[src/rtl/axi_video_pkg.sv]
// Shared definitions for the video-memory AXI burst writer: FSM states,
// AXI encodings and the 4 KB burst-boundary check.
package axi_video_pkg;

    typedef enum logic [1:0] {
        ST_IDLE = 2'd0,
        ST_ADDR = 2'd1,
        ST_DATA = 2'd2,
        ST_RESP = 2'd3
    } state_t;

    localparam logic [1:0]  BURST_INCR  = 2'b01;
    localparam logic [1:0]  RESP_SLVERR = 2'b10;
    localparam logic [1:0]  RESP_DECERR = 2'b11;
    localparam logic [31:0] BOUNDARY_4K = 32'h0000_1000;

    // True when a burst of burst_bytes starting at start_addr has its last byte in the next 4 KB page.
    function automatic logic crosses_4k(input logic [31:0] start_addr, input logic [31:0] burst_bytes);
        logic [31:0] page_offset;
        page_offset = start_addr & (BOUNDARY_4K - 32'd1);
        return (page_offset + burst_bytes) > BOUNDARY_4K;
    endfunction

endpackage

[src/rtl/axi_burst_writer.sv]
// Single-outstanding AXI4 INCR burst writer: takes a DMA burst request plus a
// beat stream and drives the AW/W/B channels, reporting completion on done/err.
module axi_burst_writer
    import axi_video_pkg::*;
#(
    parameter int DATA_WIDTH = 64,
    parameter int ADDR_WIDTH = 18,
    parameter int MAX_BEATS  = 16
) (
    input  logic                    clk,
    input  logic                    rst,
    input  logic                    req_valid,
    output logic                    req_ready,
    input  logic [ADDR_WIDTH-1:0]   req_addr,
    input  logic [7:0]              req_len,
    input  logic                    wd_valid,
    output logic                    wd_ready,
    input  logic [DATA_WIDTH-1:0]   wd_data,
    input  logic [DATA_WIDTH/8-1:0] wd_strb,
    output logic                    done,
    output logic                    err,
    output logic [ADDR_WIDTH-1:0]   AWADDR,
    output logic [7:0]              AWLEN,
    output logic [2:0]              AWSIZE,
    output logic [1:0]              AWBURST,
    output logic                    AWVALID,
    input  logic                    AWREADY,
    output logic [DATA_WIDTH-1:0]   WDATA,
    output logic [DATA_WIDTH/8-1:0] WSTRB,
    output logic                    WLAST,
    output logic                    WVALID,
    input  logic                    WREADY,
    input  logic [1:0]              BRESP,
    input  logic                    BVALID,
    output logic                    BREADY
);

    localparam int                    ADDR_LSB    = $clog2(DATA_WIDTH / 8);
    localparam logic [ADDR_WIDTH-1:0] ADDR_MASK   = ~ADDR_WIDTH'((1 << ADDR_LSB) - 1);
    localparam logic [8:0]            MAX_BEATS_C = 9'(MAX_BEATS);

    state_t                  state_r;
    logic [7:0]              beat_cnt_r;
    logic [ADDR_WIDTH-1:0]   aligned_addr_s;
    logic                    accept_s;
    logic                    reject_s;
    logic                    in_data_s;
    logic                    beat_s;
    logic                    resp_err_s;

    // The done cycle keeps req_ready low so back-to-back requests see at least one idle gap.
    assign req_ready      = (state_r == ST_IDLE) && !done;
    assign accept_s       = req_valid && req_ready;
    assign aligned_addr_s = req_addr & ADDR_MASK;
    assign reject_s       = ({1'b0, req_len} >= MAX_BEATS_C) ||
                            crosses_4k(32'(aligned_addr_s), (32'(req_len) + 32'd1) << ADDR_LSB);

    assign AWSIZE  = 3'(ADDR_LSB);
    assign AWBURST = BURST_INCR;

    // W channel is a zero-latency pass-through of the DMA stream while in DATA.
    assign in_data_s = (state_r == ST_DATA);
    assign WVALID    = in_data_s && wd_valid;
    assign wd_ready  = in_data_s && WREADY;
    assign WDATA     = wd_data;
    assign WSTRB     = wd_strb;
    assign WLAST     = in_data_s && (beat_cnt_r == AWLEN);
    assign beat_s    = WVALID && WREADY;

    assign resp_err_s = (BRESP == RESP_SLVERR) || (BRESP == RESP_DECERR);

    // Request FSM with registered AW/B channel controls and completion status.
    always_ff @(posedge clk or posedge rst) begin
        if (rst) begin
            state_r    <= ST_IDLE;
            beat_cnt_r <= 8'd0;
            AWVALID    <= 1'b0;
            AWADDR     <= '0;
            AWLEN      <= 8'd0;
            done       <= 1'b0;
            err        <= 1'b0;
            BREADY     <= 1'b0;
        end else begin
            done <= 1'b0;
            err  <= 1'b0;
            case (state_r)
                ST_IDLE: begin
                    if (accept_s) begin
                        beat_cnt_r <= 8'd0;
                        if (reject_s) begin
                            done <= 1'b1;
                            err  <= 1'b1;
                        end else begin
                            AWADDR  <= aligned_addr_s;
                            AWLEN   <= req_len;
                            AWVALID <= 1'b1;
                            state_r <= ST_ADDR;
                        end
                    end
                end
                ST_ADDR: begin
                    if (AWREADY) begin
                        AWVALID <= 1'b0;
                        state_r <= ST_DATA;
                    end
                end
                ST_DATA: begin
                    if (beat_s) begin
                        beat_cnt_r <= beat_cnt_r + 8'd1;
                        if (WLAST) begin
                            BREADY  <= 1'b1;
                            state_r <= ST_RESP;
                        end
                    end
                end
                ST_RESP: begin
                    if (BVALID) begin
                        BREADY  <= 1'b0;
                        done    <= 1'b1;
                        err     <= resp_err_s;
                        state_r <= ST_IDLE;
                    end
                end
                default: begin
                    state_r <= ST_IDLE;
                end
            endcase
        end
    end

endmodule

[config.mk]
export PLATFORM = sky130hd
export DESIGN_NAME = axi_burst_writer
export DESIGN_NICKNAME = d
export VERILOG_FILES = /design/src/rtl/axi_video_pkg.sv /design/src/rtl/axi_burst_writer.sv
export SDC_FILE = /design/constraint.sdc
export NUM_CORES = 1
export LEC_CHECK = 0
export BUFFER_PORTS_ARGS = -buffer_cell sky130_fd_sc_hd__buf_2
export CAP_MARGIN = 10
export CORE_ASPECT_RATIO = 1.25
export CORE_MARGIN = 2
export CORE_UTILIZATION = 40
export DETAILED_ROUTE_END_ITERATION = 6
export PLACE_DENSITY = 0.83
export SETUP_SLACK_MARGIN = 0.4
export SYNTH_ARGS = -nofsm -noshare
export SYNTH_HDL_FRONTEND = slang
export SYNTH_SLANG_ARGS = --single-unit
export TNS_END_PERCENT = 100
[constraint.sdc]
create_clock -name clk -period 4.3 [get_ports clk]
set_input_delay 0.43 -clock clk [delete_from_list [all_inputs] [get_ports clk]]
set_output_delay 0.43 -clock clk [all_outputs]
set_load 0.005 [all_outputs]
==> After elaboration in Yosys (flattened, before gate mapping) <==
Cells that the tools add are included.
{ "totals": {"reg_bits": 37, "inputBits": 107, "output_inout_bits": 111, "word_cells": 68} }
{ "classes": {"add_sub_neg": 3, "magnitude_cmp": 2, "n_eq_ne": 12, "mux": 24, "n_bitwise": 1, "reduce_logical": 18} }
{ "ops": {"columns": ["op", "n"], "rows": [
  ["$mux 8", 2],
  ["$pmux 8 s2", 1],
  ["$add 12x12->13", 1],
  ["$gt 13x13->1 const B", 1],
  ["$mux 2", 6],
  ["$mux 1", 10],
  ["$ne 2x2->1 const B", 5],
  ["$add 8x1->9 const B", 1],
  ["$add 8x1->8 const B", 1],
  ["$eq 2x2->1 const B", 4],
  ["$eq 8x8->1", 1],
  ["$ge 8x5->1 const B", 1],
  ["$pmux 1 s2", 4],
  ["$pmux 2 s4", 1],
  ["$reduce_and 4->1", 2],
  ["$logic_and 1x1->1", 6],
  ["$reduce_and 3->1", 2],
  ["$reduce_and 6->1", 1],
  ["$reduce_bool 2->1", 3],
  ["$eq 2x1->1 const B", 1],
  ["$logic_not 2->1", 1],
  ["$logic_or 1x1->1", 2],
  ["$ne 2x1->1 const B", 1],
  ["$logic_not 1->1", 1],
  ["$not 1->1", 1]
]} }

==> Longest topological paths before layout <==
Gate-level depths: netlist (run 1).
{ "depth": {"word_depth": 7, "ltp_mapped": 13, "mapped_depth_nobuf": 11} }

==> Least setup slack after synthesis (run 1) <==
OpenSTA, ideal clock, no wires.
{ "synth_path": {"path_type": "in2reg", "start": "input port req_len[0]", "end": "register AWADDR[10]", "setup_time_ps": 125, "arrival_ps": 3312, "required_time_ps": 4175, "path_slack_ps": 863, "path_stages": 10, "n_path_buf": 1, "cell_sequence": "inv_1 > ha_1 > fa_1 > xor2_1 > a2111oi_0 > o2111ai_1 > or4b_4 > o32ai_4 > buf_6 > mux2_2"} }
{ "synth_via": {"elab_chain_len": 6, "elab_cells_between_ends": 7, "classes_between": "2 x add/sub; 2 x order compare; 1 x bitwise; 2 x reduce/logical"} }
{ "synth_lines": {"columns": ["item", "line", "rtl"], "rows": [
  ["start: declaration", "axi_burst_writer.sv:15", "input logic [7:0] req_len,"],
  ["$add 8x1->9", "axi_burst_writer.sv:56", "crosses_4k(32'(aligned_addr_s), (32'(req_len) + 32'd1) << ADDR_LSB);"],
  ["$add 12x12->13", "axi_video_pkg.sv:21", "return (page_offset + burst_bytes) > BOUNDARY_4K;"],
  ["$gt 13x13->1", "axi_video_pkg.sv:21", null],
  ["$logic_or 1x1->1 (*)", "axi_burst_writer.sv:55", "assign reject_s = ({1'b0, req_len} >= MAX_BEATS_C) ||"],
  ["$not 1->1 (no line) (*)", null, null],
  ["$reduce_and 3->1 (no line) (*)", null, null],
  ["end signal: assignment", "axi_burst_writer.sv:94", "AWADDR <= aligned_addr_s;"],
  ["end: declaration", "axi_burst_writer.sv:22", "output logic [ADDR_WIDTH-1:0] AWADDR,"]
]} }
Every way passes the cells marked *; elsewhere a longest branch is shown, timed or not.
A chain may end at the register's enable or synchronous reset.

==> Final worst setup path (run 1) <==
{ "layout_path": {"start": "input port req_len[0]", "end": "register AWADDR[13]"} }
Same word-level chain as after synthesis.

==> results of run 1 <==
worst max path at each step:
| stage | end | slack, ps | cells after the start |
|---|---|---|---|
| final | AWADDR[13]$_DFFE_PP0P_ | 680 | 13 |
| after CTS | AWADDR[13]$_DFFE_PP0P_ | 560 | 13 |
| after detailed placement | AWADDR[13]$_DFFE_PP0P_ | 250 | 13 |
| after floorplan | AWADDR[10]$_DFFE_PP0P_ | 860 | 10 |
| after global routing | AWADDR[4]$_DFFE_PP0P_ | 480 | 13 |
| after global placement | AWADDR[13]$_DFFE_PP0P_ | 320 | 13 |
final cells by class:
type | count | area [sq um] | area share
Clock buffer | 6 | 82.6 | 0.0275
Timing Repair Buffer | 64 | 328 | 0.109
Clock inverter | 1 | 7.51 | 0.00250
Sequential cell | 37 | 926 | 0.309
Inverter | 17 | 63.8 | 0.0213
Tap cell | 92 | 115 | 0.0384
Multi-Input combinational cell | 203 | 1480 | 0.492
cell usage after synthesis (2+ instances only):
library cell,n,area [sq um]
a2111oi_0,3,26.3
a211o_1,2,17.5
a21o_1,2,15.0
a21oi_1,13,65.1
a311oi_1,2,17.5
a31oi_1,3,18.8
and2_1,4,25.0
and3_1,3,18.8
buf_4,80,601
buf_6,3,33.8
conb_1,2,7.51
dfrtp_1,37,926
ha_1,17,213
inv_1,17,63.8
mux2_2,19,214
nand2_1,18,67.6
nand2b_1,3,18.8
nand3_1,14,70.1
nand4_1,5,31.3
nor2_1,16,60.1
nor2b_1,3,18.8
nor3_1,3,15.0
nor3b_1,3,22.5
o2111ai_1,2,17.5
o211ai_1,3,22.5
o21ai_0,13,65.1
o22ai_1,2,12.5
o31ai_1,3,22.5
or2_2,2,12.5
xnor2_1,12,105
xor2_1,3,26.3
routing by layer:
layer / vias up / wire length [um]
li1: 1076 / -
met1: 1108 / 2450
met2: 122 / 3580
met3: 32 / 851
met4: 0 / 238
met5: - / 0
power groups by stage:
stage                     clock (W)  combinational [W]  sequential [W]
after CTS                  0.000257           0.000171        0.000398
after detailed placement          0           0.000169        0.000404
after global routing       0.000272           0.000198        0.000403
final                      0.000250           0.000172        0.000398
after global placement            0           0.000165        0.000403
after floorplan                   0           0.000186        0.000397
cells by family (layout without fill, tap and decap cells):
| family | after synthesis | after routing | synth area share |
|---|---|---|---|
| fa+ha+maj | 18 | 18 | 0.0753 |
| simple gates | 81 | 81 | 0.137 |
| buf+inv | 103 | 88 | 0.231 |
| other cells | 2 | 8 | 0.00243 |
| compound gates | 61 | 61 | 0.139 |
| xor+xnor | 15 | 15 | 0.0425 |
| flops | 37 | 37 | 0.300 |
| mux | 20 | 20 | 0.0725 |
flip-flops by register name (all words and copies together), names as in the netlist:
name and flops:
err 1, beat_cnt_r 8, AWVALID 1, AWLEN 8, done 1, AWADDR 15
BREADY 1, state_r 2
worst min-delay path, stage by stage:
cell and delay [ps]:
buf_2 90, inv_1 40, buf_4 410
per-stage QoR:
step	instances	utilization	total power (W)	hold WS (ps)
global placement	413	0.390	0.000567	485
CTS	420	0.402	0.000825	257
finish	420	0.403	0.000820	240
floorplan	343	-	0.000583	487
global route	420	0.403	0.000873	293
detailed placement	413	0.390	0.000574	491
repair_timing:
item / in CTS / in global routing
setup endpoints to repair: 0 / 16
gates resized for setup: 0 / 2
hold endpoints to repair: 0 / 0
hold buffers: 0 / 0
==> summary.txt, run 1 <==
Setup path
  • Max incr delay on CP: 560 ps
  • CP delay by family, top: compound AO/OA/AOI/OAI gates
  • R2r endpoint: state_r[1]$_DFFE_PP0P_
  • CP endpoint kind: flip-flop
  • Critical-path cell list: buf_2, inv_1, nor3_2, nand4_1, xnor2_1, ha_1, inv_1, a2111oi_1, o2111ai_1, or4b_4, o32ai_4, buf_4, mux2_2
  • Most used cell, CP: inv_1
  • Critical Path Source: req_len[0]
  • R2r setup slk: 1800 ps
  • WP data arrival: 3790 ps
  • Worst r2r src: state_r[0]$_DFFE_PP0P_
  • FF-to-FF path depth: 8
  • Worst Path Required: 4470 ps
  • Crit start category: input port
  • Buf/Inv on CP: 4
  • Highest-delay cell along the critical path: or4b_4
  • CP Class: in2reg
  • Critical Path Fanout Max: 10

Global route
  • All-Layer GR Usage: 0.168
  • Total grt overflow: 0
  • Met3 usage: 0.0671
  • Vias in the first global route: 2,288
  • M2 GR Usage: 0.298
  • Routing usage on met1: 0.173
  • Antenna violations before repair: 0
  • Largest net degree at the start of global routing: 38
  • First-pass GRT wire length: between 10,000 and 15,000 um
  • Grt peak-use layer: met2

Clocking
  • Clock Path Buffers: 2
  • Worst-Skew Late Latency: 290 ps
  • CTS Sinks: 37
  • CTS Buf Count: 5
  • Root Buffer Master: clkbuf_8
  • Setup repair bufs after CTS: 0
  • CTS tree: done
  • CTS HTree Levels: 2
  • Clock transition at path regs: 80 ps

Synth
  • Syn Inst Count: 337
  • Seq/Total Area, Yosys: 0.300
  • Yosys warning total: 0
  • Post-synth cell types: between 50 and 60
  • Yosys reg bits: 37
  • Cell Area, Synth: 3090 sq um
  • Syn Area/Cell: 9.17 sq um
  • Top_reg_cell synth: dfrtp_1
  • Post-synth EDFFs: 0
  • FFs w/ async S/R, synth: 1.00

Timing
  • Final setup viols: 0
  • Fin crit share: 0.841
  • Min setup slack post-route: 682 ps
  • Skew final: 9.52 ps
  • Final-report hold violation count: 0
  • Setup tns final: 0 ps
  • Final min period: 3620 ps
  • Fmax: around 280 MHz
  • RSZ-0062 raised after global routing: false
  • Max-slew violations: 0
  • Worst-margin pin slew: 781 ps
  • Worst relative slew slack: 0.473

Power and ir drop
  • P_int: 0.000570 W
  • Gate power share: 0.210
  • Reg power frac: 0.486
  • Clock power share: 0.304
  • P_leak: approximately 1.4 nW
  • Switch share: 0.305
  • Peak VDD IR: 0.187 mV
  • Pwr dens: 273 nW/um^2
  • Sw Pwr: 0.000250 W

Finish
  • Layout Area Growth over Synthesis: -2.88%
  • Fin area: 3000 sq um
  • Fraction of layout cells with a size suffix above 1: 0.293
  • Fillers: 731
  • Fin nets: 453
  • Commonest non-fill, non-tap cell in the layout: buf_2
  • Most frequent cells in the layout: buf_2 (61), dfrtp_1 (37), mux2_2 (19)
  • Ant diodes: 0

Routing
  • Wirelength per Cell: 17.0 um
  • Via count: roughly 2,300
  • Number of vias per cell: 5.57
  • ANT nets after route: 0
  • Initial DRT Pass Iterations: 4
  • Total wire length: 7120 um
  • # DRC: 0
  • Iter 0 DRT Violations: 137

Placement
  • IO buf count: between 60 and 70
  • Place WS: 249 ps
  • Cell Area, Placed: 2900 sq um
  • Hpwl dp: between 5000 and 6000 um
  • GPL Wtd Cong: 0.911

Floorplan
  • # rows: 35
  • Core area: roughly 7400 sq um
  • Num ports: approximately 220
  • Die Y-Extent: ~100 um
  • Die Footprint: between 8000 and 9000 sq um
  • Die Wd: 82.6 um
  • Initial Utilization: 0.415

Min path
  • HP Class: in2async

Run status
  • Status: finished clean

Job
  • Maxcap violations: 0
Power figures use the tool's default switching activity.
==> inputs of run 2 (changes only) <==
Settings changed: CORE_UTILIZATION 40 to 38.
Clock period 4.3 ns to 3.25 ns, I/O delays scaled along.
==> summary.txt, run 2 (synthesis results as in run 1) <==
Run status
  • Status: finished clean

Setup path
  • Worst r2r src: state_r[0]$_DFFE_PP0P_
  • CP endpoint kind: flip-flop
  • CP Class: in2reg
  • WP data arrival: 3220 ps
  • Crit start category: input port
  • Critical Path Source: req_len[3]
  • Critical Path Fanout Max: 7
  • Worst Path Required: 3430 ps

Global route
  • Largest net degree at the start of global routing: 27
  • All-Layer GR Usage: 0.170
  • Vias in the first global route: between 2,000 and 2,500
  • Total grt overflow: 0
  • First-pass GRT wire length: 12,400 um
  • Antenna violations before repair: 0

Timing
  • Final setup viols: 0
  • Setup tns final: 0 ps
  • Final-report hold violation count: 0
  • Worst relative slew slack: 0.310
  • Final min period: 3040 ps
  • Worst-margin pin slew: 1030 ps
  • RSZ-0062 raised after global routing: true
  • WHS: 260 ps
  • Fmax: 329 MHz
  • Fin crit share: 0.935
  • Skew final: 9.06 ps
  • Max-slew violations: 0
  • Min setup slack post-route: around 210 ps

Routing
  • Wirelength per Cell: 17.3 um
  • ANT nets after route: 0
  • Via count: around 2,500
  • # DRC: 0
  • Total wire length: 7800 um
  • Initial DRT Pass Iterations: 4
  • Iter 0 DRT Violations: 161
  • Number of vias per cell: 5.51

Power and ir drop
  • Pwr dens: approximately 330 nW/um^2
  • Clock power share: 0.283
  • P_leak: 1.63 nW
  • P_int: about 0.00078 W
  • Sw Pwr: approximately 0.00038 W
  • Reg power frac: 0.453
  • Peak VDD IR: roughly 0.32 mV
  • Gate power share: 0.263
  • Switch share: 0.325

Floorplan
  • Num ports: 218
  • Die Y-Extent: 105 um
  • # rows: 36
  • Die Footprint: 8870 sq um
  • Die Wd: 84.6 um
  • Initial Utilization: 0.394
  • Core area: between 7000 and 8000 sq um

Clocking
  • CTS Sinks: 37
  • CTS Buf Count: 5
  • Root Buffer Master: clkbuf_8
  • CTS tree: done
  • CTS HTree Levels: 2
  • Clock transition at path regs: 80 ps
  • Clock Path Buffers: 2
  • Worst-Skew Late Latency: 300 ps

Finish
  • Layout Area Growth over Synthesis: 12.2%
  • Top Registers: AWADDR (15), AWLEN (8), beat_cnt_r (8)
  • Ant diodes: 0
  • Largest Register: AWADDR
  • Fraction of layout cells with a size suffix above 1: 0.399
  • Commonest non-fill, non-tap cell in the layout: buf_2
  • Most frequent cells in the layout: buf_2 (57), dfrtp_1 (37), buf_4 (24)
  • Max reg flops: 15
  • Fillers: 743
  • Fin nets: 480

Placement
  • IO buf count: 61
  • Place WS: -242 ps
  • Hpwl dp: between 5000 and 6000 um
  • GPL Wtd Cong: 0.939

Min path
  • HP Class: in2reg
  • Hold Startpoint: req_addr[17]

Job
  • Maxcap violations: 0
run 2: through the flow:
stage | power (W) | instance area (sq um) | utilization | instances
after floorplan | 0.000778 | 3140 | - | 343
after global placement | 0.000785 | 3100 | 0.395 | 436
after detailed placement | 0.000799 | 3100 | 0.395 | 436
after CTS | 0.00115 | 3410 | 0.436 | 449
after global routing | 0.00122 | 3470 | 0.442 | 451
final | 0.00116 | 3470 | 0.442 | 451
run 2: metal layers:
layer  vias to the layer above  share of wire  track usage  wire length, um
met5                         -              0            0                0
met4                         0          0.049       0.0941              383
met3                        50          0.078       0.0490              610
met2                       118           0.52        0.297             4070
met1                      1188           0.35        0.181             2740
li1                       1127              -            -                -
run 2: path summary, 6_finish.rpt:
path	slack, ps	end	cells after the start
max	210	AWADDR[3]$_DFFE_PP0P_	14
min	260	AWADDR[17]$_DFFE_PP0P_	2
max reg2reg	720	state_r[1]$_DFFE_PP0P_	8
min reg2reg	510	AWADDR[9]$_DFFE_PP0P_	1
max in group asynchronous	2220	AWADDR[9]$_DFFE_PP0P_	3
min in group asynchronous	270	AWLEN[6]$_DFFE_PP0P_	2
run 2: area by class of cell:
type                       instances  area [sq um]  share of cell area
multi-input combinational        203          1660               0.479
sequential                        37           926               0.267
timing repair buffer              91           611               0.176
tap                               95           119              0.0343
clock buffer                       5          68.8              0.0198
inverter                          17          66.3              0.0191
clock inverter                     3          17.5             0.00505
run 2: power by group through the flow:
| stage | Clock [W] | Sequential, W | Combinational (W) |
|---|---|---|---|
| 2_1_floorplan | 0 | 0.000525 | 0.000252 |
| 4_1_cts | 0.000339 | 0.000524 | 0.000289 |
| 5_1_grt | 0.000352 | 0.000530 | 0.000336 |
| 3_3_place_gp | 0 | 0.000532 | 0.000253 |
| 3_5_place_dp | 0 | 0.000534 | 0.000265 |
| 6_report | 0.000328 | 0.000525 | 0.000305 |
run 2: repair_timing:
item / CTS / global route
setup buffers: 4 / 2
endpoints found under the setup margin: 28 / 28
pin swaps: 13 / 7
resized for setup: 47 / 9
cloned: 1 / 0
hold buffers: 0 / 0
run 2: worst max-delay path, cell delays in order:
cell and delay, ps:
buf_6 80, nand2_4 50, nor3_4 250, nand4_1 160, xnor2_1 170, ha_1 320, inv_2 60, a2111oi_4 270
o2111ai_1 150, or4b_4 520, o32ai_4 260, buf_6 160, buf_12 130, mux2_4 300
==> inputs of run 3 (changes only) <==
Settings changed: REMOVE_ABC_BUFFERS set to 1.
==> summary.txt, run 3 (synthesis results as in run 1) <==
Finish
  • Fraction of layout cells with a size suffix above 1: 0.456
  • Top Registers: AWADDR (15), AWLEN (8), beat_cnt_r (8)
  • FF/Latch Area: slightly above 900 sq um
  • Max reg flops: 15
  • Ant diodes: 0
  • Fin nets: between 400 and 500
  • Largest Register: AWADDR
  • Fin cells: 457
  • Layout Area Growth over Synthesis: 18.8%
  • Fillers: roughly 730
  • Commonest non-fill, non-tap cell in the layout: buf_2
  • Multi-input logic area: between 1500 and 2000 sq um
  • Fin area: 3670 sq um
  • Most frequent cells in the layout: buf_2 (57), dfrtp_1 (37), buf_4 (26)
  • Post-layout util: 0.468

Clocking
  • Clock Path Buffers: 2
  • Root Buffer Master: clkbuf_8
  • CTS HTree Levels: 2
  • Worst-Skew Late Latency: 290 ps
  • CTS tree: done
  • Clock transition at path regs: 70 ps
  • CTS Buf Count: 5
  • CTS hold repair buffers: 0
  • CTS Sinks: 37

Timing
  • Worst-margin pin slew: 822 ps
  • Worst relative slew slack: 0.445
  • Fmax: 325 MHz
  • Min setup slack post-route: between 150 and 200 ps
  • Fin crit share: 0.945
  • RSZ-0062 raised after global routing: true
  • Skew final: 7.00 ps
  • WHS: between 100 and 150 ps
  • Max-slew violations: 0
  • Final-report hold violation count: 0
  • Final setup viols: 0
  • Final min period: approximately 3100 ps

Setup path
  • CP Class: in2reg
  • Worst r2r src: state_r[0]$_DFFE_PP0P_
  • R2r endpoint: state_r[1]$_DFFE_PP0P_
  • Worst Path Required: 3430 ps
  • CP Capture Point: AWLEN[3]$_DFFE_PP0P_
  • R2r setup slk: 790 ps
  • Crit start category: input port
  • WP data arrival: 3250 ps
  • FF-to-FF path depth: 8
  • Critical Path Source: req_len[2]
  • CP endpoint kind: flip-flop
  • Critical Path Fanout Max: 5

Routing
  • ANT nets after route: 0
  • Number of vias per cell: 5.98
  • Via count: 2,733
  • Initial DRT Pass Iterations: 4
  • Iter 0 DRT Violations: roughly 190
  • Total wire length: 14,800 um
  • # DRC: 0
  • Wirelength per Cell: 32.4 um

Placement
  • Placed cells: 437
  • IO buf count: between 60 and 70
  • GPL Wtd Cong: between 0.9 and 1
  • Place WS: -295 ps
  • Cell Area, Placed: just over 3000 sq um
  • Hpwl dp: 11,800 um

Global route
  • Grt peak-use layer: met2
  • Antenna violations before repair: 0
  • Routing usage on met1: 0.227
  • First-pass GRT wire length: 20,300 um
  • M2 GR Usage: 0.562
  • Largest net degree at the start of global routing: 38
  • Total grt overflow: 0
  • Met3 usage: 0.317
  • Vias in the first global route: 2,635
  • All-Layer GR Usage: 0.325

Run status
  • Status: finished clean

Power and ir drop
  • Peak VDD IR: 0.248 mV
  • P_leak: 1.70 nW
  • Pwr dens: around 350 nW/um^2

Floorplan
  • Num ports: 218
  • # rows: 36
  • Core area: 7840 sq um
  • Initial Utilization: 0.394
  • Die Y-Extent: about 100 um
  • Die Footprint: 8870 sq um
  • Die Wd: 84.6 um

Min path
  • HP Class: in2async

Job
  • Maxcap violations: 0
## run 3: changes by cell type in the layout (fill, tap and decap cells not counted), moves of 3 or more
cell	delta
ha_1	-5
buf_6	+3
mux2_2	+11
mux2_4	-11
a21oi_1	-3
xnor2_2	+3
a21oi_2	+3
xnor2_1	-3
ha_4	+5
## run 3: area by class of cell
type                            instances  area share
Multi-Input combinational cell        203       0.477
Sequential cell                        37       0.252
Timing Repair Buffer                   98       0.191
Tap cell                               95      0.0324
Clock buffer                            5      0.0188
Inverter                               17      0.0188
Clock inverter                          2     0.00955
## run 3: worst min-delay path by stage
stage	start	to	slack, ps	cells after the start
floorplan	BRESP[1]	err$_DFF_PP0_	480	2
global placement	rst	AWADDR[13]$_DFFE_PP0P_	450	3
detailed placement	rst	AWADDR[14]$_DFFE_PP0P_	460	3
CTS	rst	AWADDR[14]$_DFFE_PP0P_	140	3
global route	rst	AWADDR[14]$_DFFE_PP0P_	170	3
finish	rst	AWADDR[14]$_DFFE_PP0P_	130	3
## run 3: power by group
part	switching, W	total (W)	internal [W]
sequential	0.0000429	0.000528	0.000485
clock	0.000169	0.000392	0.000223
combinational	0.000179	0.000354	0.000176
total	0.000390	0.00127	0.000884
## run 3: worst max-delay path: stages
cell and delay (ps):
buf_8 80, buf_4 150, nand3_1 130, xnor2_2 210
ha_4 330, nand3_2 90, buf_4 140, and3_1 160
a311oi_1 240, or4b_4 520, o32ai_4 260, buf_6 190
buf_16 130, mux2_4 300
## run 3: per-stage QoR
stage | setup TNS, ps | power (W)
floorplan | -6060 | 0.000688
global placement | -5100 | 0.000779
detailed placement | -5920 | 0.000790
CTS | 0 | 0.00124
global route | 0 | 0.00134
finish | 0 | 0.00127
## run 3: repair_timing
action                                 in CTS  in global routing
endpoints found under the hold margin       0                  0
pin swaps                                  15                  5
resized for setup                          68                 10
gates cloned                                2                  0
setup endpoints to repair                  27                 27
buffers inserted                            7                  4
## run 3: layer usage
metal / vias up / part of all wire
li1: 1142 / -
met2: 292 / 0.50
met4: 2 / 0.048
met1: 1247 / 0.23
met3: 50 / 0.22
met5: - / 0.0046
